--- config.mk ---
export PLATFORM = sky130hd
export DESIGN_NAME = ray_dispatch_sched_flat
export DESIGN_NICKNAME = d
export VERILOG_FILES = /design/src/rtl/ray_dispatch_sched_pkg.sv /design/src/rtl/ray_dispatch_sched_if.sv /design/src/rtl/ray_dispatch_sched_rr_arbiter.sv /design/src/rtl/ray_dispatch_sched.sv /design/src/flat_wrapper.sv
export SDC_FILE = /design/constraint.sdc
export NUM_CORES = 1
export LEC_CHECK = 0
export CAP_MARGIN = 20
export CORE_MARGIN = 4
export CORE_UTILIZATION = 40
export DETAILED_ROUTE_END_ITERATION = 16
export HOLD_SLACK_MARGIN = 0.03
export PLACE_DENSITY = 0.79
export SLEW_MARGIN = 5
export SYNTH_ARGS = -nofsm -noshare
export SYNTH_HDL_FRONTEND = slang
export SYNTH_SLANG_ARGS = --single-unit
--- constraint.sdc ---
create_clock -name clk -period 2.3 [get_ports clk]
set_input_delay 0.23 -clock clk [delete_from_list [all_inputs] [get_ports clk]]
set_output_delay 0.23 -clock clk [all_outputs]
set_load 0.03 [all_outputs]
--- src/rtl/ray_dispatch_sched_pkg.sv ---
// Shared types for the ray dispatch scheduler: ray payload, FSM states, component width.
`ifndef WIDTH
`define WIDTH 16
`endif

package ray_dispatch_sched_pkg;

    localparam int unsigned RD_W = `WIDTH;

    typedef struct packed {
        logic [RD_W-1:0] x;
        logic [RD_W-1:0] y;
        logic [RD_W-1:0] z;
    } RayDirection;

    typedef enum logic [1:0] {
        S_IDLE  = 2'd0,
        S_LOAD  = 2'd1,
        S_OFFER = 2'd2
    } sched_state_t;

endpackage

--- src/rtl/ray_dispatch_sched_if.sv ---
// FIFO-side and unit-side signals of the ray dispatch scheduler.
// RAY_DISPATCH_STATS_EN adds the per-unit hit and stall counters.
interface ray_dispatch_sched_if #(
    parameter int unsigned NUM_UNITS = 4,
    parameter int unsigned CNT_W     = 32
);
    import ray_dispatch_sched_pkg::*;

    localparam int unsigned ID_W = $clog2(NUM_UNITS);

    logic                 enable_in;
    logic                 fifo_ready_in;
    logic                 fifo_read_out;
    RayDirection          fifo_rd_in;
    logic [NUM_UNITS-1:0] unit_ready_in;
    logic [NUM_UNITS-1:0] unit_valid_out;
    RayDirection          unit_rd_out;
    logic [ID_W-1:0]      unit_id_out;
    logic                 busy_out;
    logic [CNT_W-1:0]     dispatched_count_out;
`ifdef RAY_DISPATCH_STATS_EN
    logic [CNT_W-1:0]     unit_hits_out [NUM_UNITS];
    logic [CNT_W-1:0]     stall_cycles_out;
`endif

    modport slave (
        input  enable_in, fifo_ready_in, fifo_rd_in, unit_ready_in,
        output fifo_read_out, unit_valid_out, unit_rd_out, unit_id_out,
               busy_out, dispatched_count_out
`ifdef RAY_DISPATCH_STATS_EN
        , output unit_hits_out, stall_cycles_out
`endif
    );

    modport master (
        output enable_in, fifo_ready_in, fifo_rd_in, unit_ready_in,
        input  fifo_read_out, unit_valid_out, unit_rd_out, unit_id_out,
               busy_out, dispatched_count_out
`ifdef RAY_DISPATCH_STATS_EN
        , input unit_hits_out, stall_cycles_out
`endif
    );

endinterface

--- src/rtl/ray_dispatch_sched_rr_arbiter.sv ---
// Combinational round-robin search: first set request at or after ptr, wrapping modulo N.
module rr_arbiter #(
    parameter  int unsigned N  = 4,
    localparam int unsigned IW = (N > 1) ? $clog2(N) : 1
) (
    input  logic [N-1:0]  req,
    input  logic [IW-1:0] ptr,
    output logic [IW-1:0] grant,
    output logic          any_grant
);

    int unsigned w_idx;

    always_comb begin
        grant     = '0;
        any_grant = 1'b0;
        w_idx     = 0;
        for (int unsigned i = 0; i < N; i++) begin
            w_idx = (32'(ptr) + i) % N;
            if (!any_grant && req[w_idx[IW-1:0]]) begin
                any_grant = 1'b1;
                grant     = w_idx[IW-1:0];
            end
        end
    end

endmodule

--- src/rtl/ray_dispatch_sched.sv ---
// Pops rays from the direction FIFO and hands each to one intersection unit, round-robin.
// RAY_DISPATCH_STATS_EN adds per-unit accepted counts and an offer-stall counter.
module ray_dispatch_sched
    import ray_dispatch_sched_pkg::*;
#(
    parameter int unsigned NUM_UNITS = 4,
    parameter int unsigned CNT_W     = 32
) (
    input  logic               clk,
    input  logic               reset,
    ray_dispatch_sched_if.slave bus
);

    localparam int unsigned ID_W = $clog2(NUM_UNITS);

    sched_state_t     r_state;
    sched_state_t     w_next_state;
    logic [ID_W-1:0]  r_rr_ptr;
    logic [ID_W-1:0]  r_grant;
    logic             r_lock;
    RayDirection      r_hold;
    logic [CNT_W-1:0] r_count;

    logic [ID_W-1:0]  w_arb_idx;
    logic             w_arb_any;
    logic [ID_W-1:0]  w_grant;
    logic             w_offering;
    logic             w_xfer;
    logic             w_pop;

    rr_arbiter #(.N(NUM_UNITS)) u_arb (
        .req       (bus.unit_ready_in),
        .ptr       (r_rr_ptr),
        .grant     (w_arb_idx),
        .any_grant (w_arb_any)
    );

    // Once locked the grant is frozen; before that the arbiter result is used directly
    // so that locking and transfer can happen in the same cycle.
    always_comb begin
        w_grant    = r_lock ? r_grant : w_arb_idx;
        w_offering = (r_state == S_OFFER) && (r_lock || w_arb_any);
        w_xfer     = w_offering && bus.unit_ready_in[w_grant];
        w_pop      = ((r_state == S_IDLE) || w_xfer) && bus.enable_in && bus.fifo_ready_in;
    end

    always_ff @(posedge clk) begin
        if (reset) begin
            r_state <= S_IDLE;
        end else begin
            r_state <= w_next_state;
        end
    end

    always_comb begin
        w_next_state = r_state;
        unique case (r_state)
            S_IDLE:  if (w_pop) w_next_state = S_LOAD;
            S_LOAD:  w_next_state = S_OFFER;
            S_OFFER: if (w_xfer) w_next_state = w_pop ? S_LOAD : S_IDLE;
            default: w_next_state = S_IDLE;
        endcase
    end

    always_comb begin
        bus.fifo_read_out        = w_pop;
        bus.unit_valid_out       = '0;
        bus.unit_id_out          = '0;
        if (w_offering) begin
            bus.unit_valid_out[w_grant] = 1'b1;
            bus.unit_id_out             = w_grant;
        end
        bus.unit_rd_out          = r_hold;
        bus.busy_out             = (r_state != S_IDLE);
        bus.dispatched_count_out = r_count;
    end

    always_ff @(posedge clk) begin
        if (reset) begin
            r_rr_ptr <= '0;
            r_grant  <= '0;
            r_lock   <= 1'b0;
            r_hold   <= '0;
            r_count  <= '0;
        end else begin
            if (r_state == S_LOAD) begin
                r_hold <= bus.fifo_rd_in;
            end
            if (w_xfer) begin
                r_rr_ptr <= (w_grant == ID_W'(NUM_UNITS - 1)) ? '0 : w_grant + 1'b1;
                r_lock   <= 1'b0;
                r_count  <= r_count + 1'b1;
            end else if (w_offering && !r_lock) begin
                r_lock  <= 1'b1;
                r_grant <= w_arb_idx;
            end
        end
    end

`ifdef RAY_DISPATCH_STATS_EN
    logic [CNT_W-1:0] r_hits [NUM_UNITS];
    logic [CNT_W-1:0] r_stall;

    always_ff @(posedge clk) begin
        if (reset) begin
            for (int unsigned i = 0; i < NUM_UNITS; i++) begin
                r_hits[i] <= '0;
            end
            r_stall <= '0;
        end else begin
            if (w_xfer) begin
                r_hits[w_grant] <= r_hits[w_grant] + 1'b1;
            end
            if ((r_state == S_OFFER) && !w_xfer) begin
                r_stall <= r_stall + 1'b1;
            end
        end
    end

    always_comb begin
        for (int unsigned i = 0; i < NUM_UNITS; i++) begin
            bus.unit_hits_out[i] = r_hits[i];
        end
        bus.stall_cycles_out = r_stall;
    end
`endif

endmodule

--- src/flat_wrapper.sv ---
// flat-port wrapper written by rule: the top's interface ports become plain ports
module ray_dispatch_sched_flat import ray_dispatch_sched_pkg::*;
#(
    parameter int unsigned NUM_UNITS = 4,
    parameter int unsigned CNT_W     = 32
)
  (clk, reset, bus_enable_in, bus_fifo_ready_in, bus_fifo_rd_in, bus_unit_ready_in, bus_fifo_read_out, bus_unit_valid_out, bus_unit_rd_out, bus_unit_id_out, bus_busy_out, bus_dispatched_count_out);
  ray_dispatch_sched_if #(.NUM_UNITS(NUM_UNITS), .CNT_W(CNT_W)) bus_i ();
  input  logic clk;
  input  logic reset;
  input wire logic [$bits(bus_i.enable_in)-1:0] bus_enable_in;
  input wire logic [$bits(bus_i.fifo_ready_in)-1:0] bus_fifo_ready_in;
  input wire logic [$bits(bus_i.fifo_rd_in)-1:0] bus_fifo_rd_in;
  input wire logic [$bits(bus_i.unit_ready_in)-1:0] bus_unit_ready_in;
  output wire logic [$bits(bus_i.fifo_read_out)-1:0] bus_fifo_read_out;
  output wire logic [$bits(bus_i.unit_valid_out)-1:0] bus_unit_valid_out;
  output wire logic [$bits(bus_i.unit_rd_out)-1:0] bus_unit_rd_out;
  output wire logic [$bits(bus_i.unit_id_out)-1:0] bus_unit_id_out;
  output wire logic [$bits(bus_i.busy_out)-1:0] bus_busy_out;
  output wire logic [$bits(bus_i.dispatched_count_out)-1:0] bus_dispatched_count_out;
  assign bus_i.enable_in = bus_enable_in;
  assign bus_i.fifo_ready_in = bus_fifo_ready_in;
  assign bus_i.fifo_rd_in = bus_fifo_rd_in;
  assign bus_i.unit_ready_in = bus_unit_ready_in;
  assign bus_fifo_read_out = bus_i.fifo_read_out;
  assign bus_unit_valid_out = bus_i.unit_valid_out;
  assign bus_unit_rd_out = bus_i.unit_rd_out;
  assign bus_unit_id_out = bus_i.unit_id_out;
  assign bus_busy_out = bus_i.busy_out;
  assign bus_dispatched_count_out = bus_i.dispatched_count_out;
  ray_dispatch_sched #(.NUM_UNITS(NUM_UNITS), .CNT_W(CNT_W)) u_core (.clk(clk), .reset(reset), .bus(bus_i));
endmodule
==> impl_metrics.csv <==
group,metric,value,unit
clocking,clock_sinks,87,
timing,max_freq,0.401,GHz
global_routing,antenna_found_initial,0,
global_routing,overflow,0,
floorplan,ios,144,
drt,drc,0,
drt,vias_per_cell,5.36,
drt,routed_wl,14400,µm
floorplan,fp.dieH,113,µm
yosys,ys_seq_area_share,39.7,%
yosys,synth-main-ff-cell,"dfxtp_1",
layout,layout_commonest_cell,"clkdlybuf4s50_1",
hold_path,min_path_cells,3,
global_routing,grt_use_total,21.4,%
timing,rsz0062_at_grt,"true",
worst_setup_path,timing.rr.start,"u_core.r_rr_ptr[1]",
layout,final_util,69.2,%
placement,dp_hpwl,9570,µm
yosys,avgSynthCellArea,8.37,µm²
clocking,clock_tree.root_cell,"clkbuf_8",
clocking,cts.path.max_buffers,2,
pwr,power_density,464,nW/µm²
timing,setup_viol,31,
layout,nets,791,
placement,gp_congestion,0.901,
outcome,violations,"setup timing",
yosys,synth-async-reset-ratio,0,%
yosys,synth-seq-cells,87,
worst_setup_path,cp-startpoint,"u_core.r_rr_ptr[1]",
timing,fin_ws,-0.192,ns
clocking,clk_pin_slew,0.09,ns
layout,area_growth,65.7,%
global_routing,grt_max_degree,73,
clocking,cts_buffers,9,
global_routing,grt_pass1_wl,22700,µm
worst_setup_path,critical_path_arrival,2.26,ns
pwr,ir_drop,0.336,mV
floorplan,dieWidth,113,µm
timing,fin_crit,2.49,ns
clocking,cts_tree,"done",
worst_setup_path,r2r_slack,-0.16,ns
pwr,power,3380,µW
timing,hold_viol_final,0,
hold_path,hp-class,"in -> reg",
yosys,synth_fp_nets,585,
layout,drive_gt1_share,28.3,%
worst_setup_path,worstPathRequired,2.07,ns
floorplan,start_util,41.8,%
floorplan,rows,37,
placement,numPortBuffers,143,
outcome,status,"complete, but fails checks",
layout,antennaDiodeCount,0,
worst_setup_path,critical_path_class,"reg -> out",
floorplan,die_area,12700,µm²
clocking,clk_latency,0.37,ns
timing,slew-limit-headroom,53.2,%
pwr,p_leak,0.00261,µW
floorplan,core,10500,µm²
timing,tns,-3.17,ns
timing,drv_slew,0,
timing,finalCritPeriodShare,108,%
yosys,synth_cell_types,51,
worst_setup_path,end_kind,"output pin",
yosys,yosysWarnings,0,
drt,antenna_left,0,
timing,clock_skew,0.0120,ns
yosys,synth_edf_count,0,
timing,worstMarginPinSlew,0.701,ns
clocking,htreeDepth,3,
yosys,syn_area,4390,µm²
job,cap_violations,0,
hold_path,min_from,"bus_fifo_rd_in[4]",
drt,firstDrtPassIters,6,
hold_path,hold_path_end,"u_core.bus.unit_rd_out[4]",
drt,drt-initial-drc-count,367,
global_routing,grt_pass1_vias,4624,
drt,vias,4665,
yosys,syn_inst,524,
worst_setup_path,crit_path_start_kind,"flip-flop",
layout,final_cell_mix,"clkdlybuf4s50_1, nand2_1, buf_4",
drt,wl_per_cell,16.5,µm
worst_setup_path,rr_worst_depth,11,
worst_setup_path,critPathMaxFanout,6,
worst_setup_path,r2r-end,"u_core.bus.dispatched_count_out[21]",
## worst max-delay path by stage
stage,end
detailed placement,u_core.bus.dispatched_count_out[16]
global placement,u_core.bus.dispatched_count_out[16]
global route,bus_fifo_read_out
finish,bus_fifo_read_out
CTS,bus_fifo_read_out
floorplan,u_core.bus.dispatched_count_out[27]
## layer usage
| metal | part of all wire, % | routed length (µm) | vias to the layer above | global-route usage [%] |
|---|---|---|---|---|
| li1 | - | - | 2233 | - |
| met1 | 40 | 5790 | 2208 | 25.0 |
| met2 | 51 | 7360 | 186 | 38.1 |
| met3 | 6.3 | 910 | 38 | 5.72 |
| met4 | 2.2 | 312 | 0 | 6.81 |
| met5 | 0 | 0 | - | 0 |
## critical path, stage by stage (launching register included)
cell and delay, ns:
dfxtp_4 0.42, mux2i_4 0.27, o221ai_2 0.14, o21ai_2 0.24, buf_4 0.17, a32oi_4 0.14, a21o_1 0.21, a21oi_2 0.16
buf_6 0.15
## sequential cells by signal (all words and copies together) (netlist names)
name	count
u_core.bus.unit_rd_out	48
u_core.bus.dispatched_count_out	32
u_core.r_grant	2
u_core.r_rr_ptr	2
u_core.r_state	2
u_core.r_lock	1
## cell families after synthesis
logic type      synth area share [%]
simple gates                    27.5
fa+ha+maj                       1.43
mux                             8.67
flops                           39.7
buf+inv                         4.59
compound gates                  18.1
## repair_timing
item / 4_1_cts / 5_1_grt
cloned: 0 / 0
hold buffers: 0 / 0
resized for setup: 67 / 70
endpoints found under the setup margin: 40 / 38
setup buffers: 12 / 11
pin swaps: 17 / 17
## cell type report
type,instances,area (µm²)
clock buffer,10,128
clock inverter,6,73.8
fill,814,3240
inverter,7,26.3
multi-input combinational,394,2870
sequential,87,1780
tap,136,170
timing repair buffer,231,2220
## synthesized netlist by cell type (all sizes together) (8+ instances only)
cell type / instances / area (µm²)
a211oi: 15 / 113
a2111oi: 8 / 158
nor2b: 35 / 219
buf: 18 / 108
nor2: 39 / 146
nand2: 111 / 419
nand3: 20 / 100
a21oi: 52 / 264
dfxtp: 87 / 1740
mux2: 32 / 360
clkbuf: 18 / 67.6
## per-stage QoR
stage                     instances  setup WS [ns]  hold WS (ns)  cell area (µm²)
final                           871         -0.192         0.405             7270
after global routing            871         -0.326         0.395             7270
after floorplan                 524        -0.0659         0.366             4430
after global placement          836         -0.808         0.441             6420
after detailed placement        836         -0.688         0.446             6420
after CTS                       863         -0.165         0.393             6930
## power by group
group          switching, µW  internal, µW
Combinational            354           333
Sequential              22.0          1530
Clock                    612           523
No activity file was read; power rests on OpenSTA's default activity.
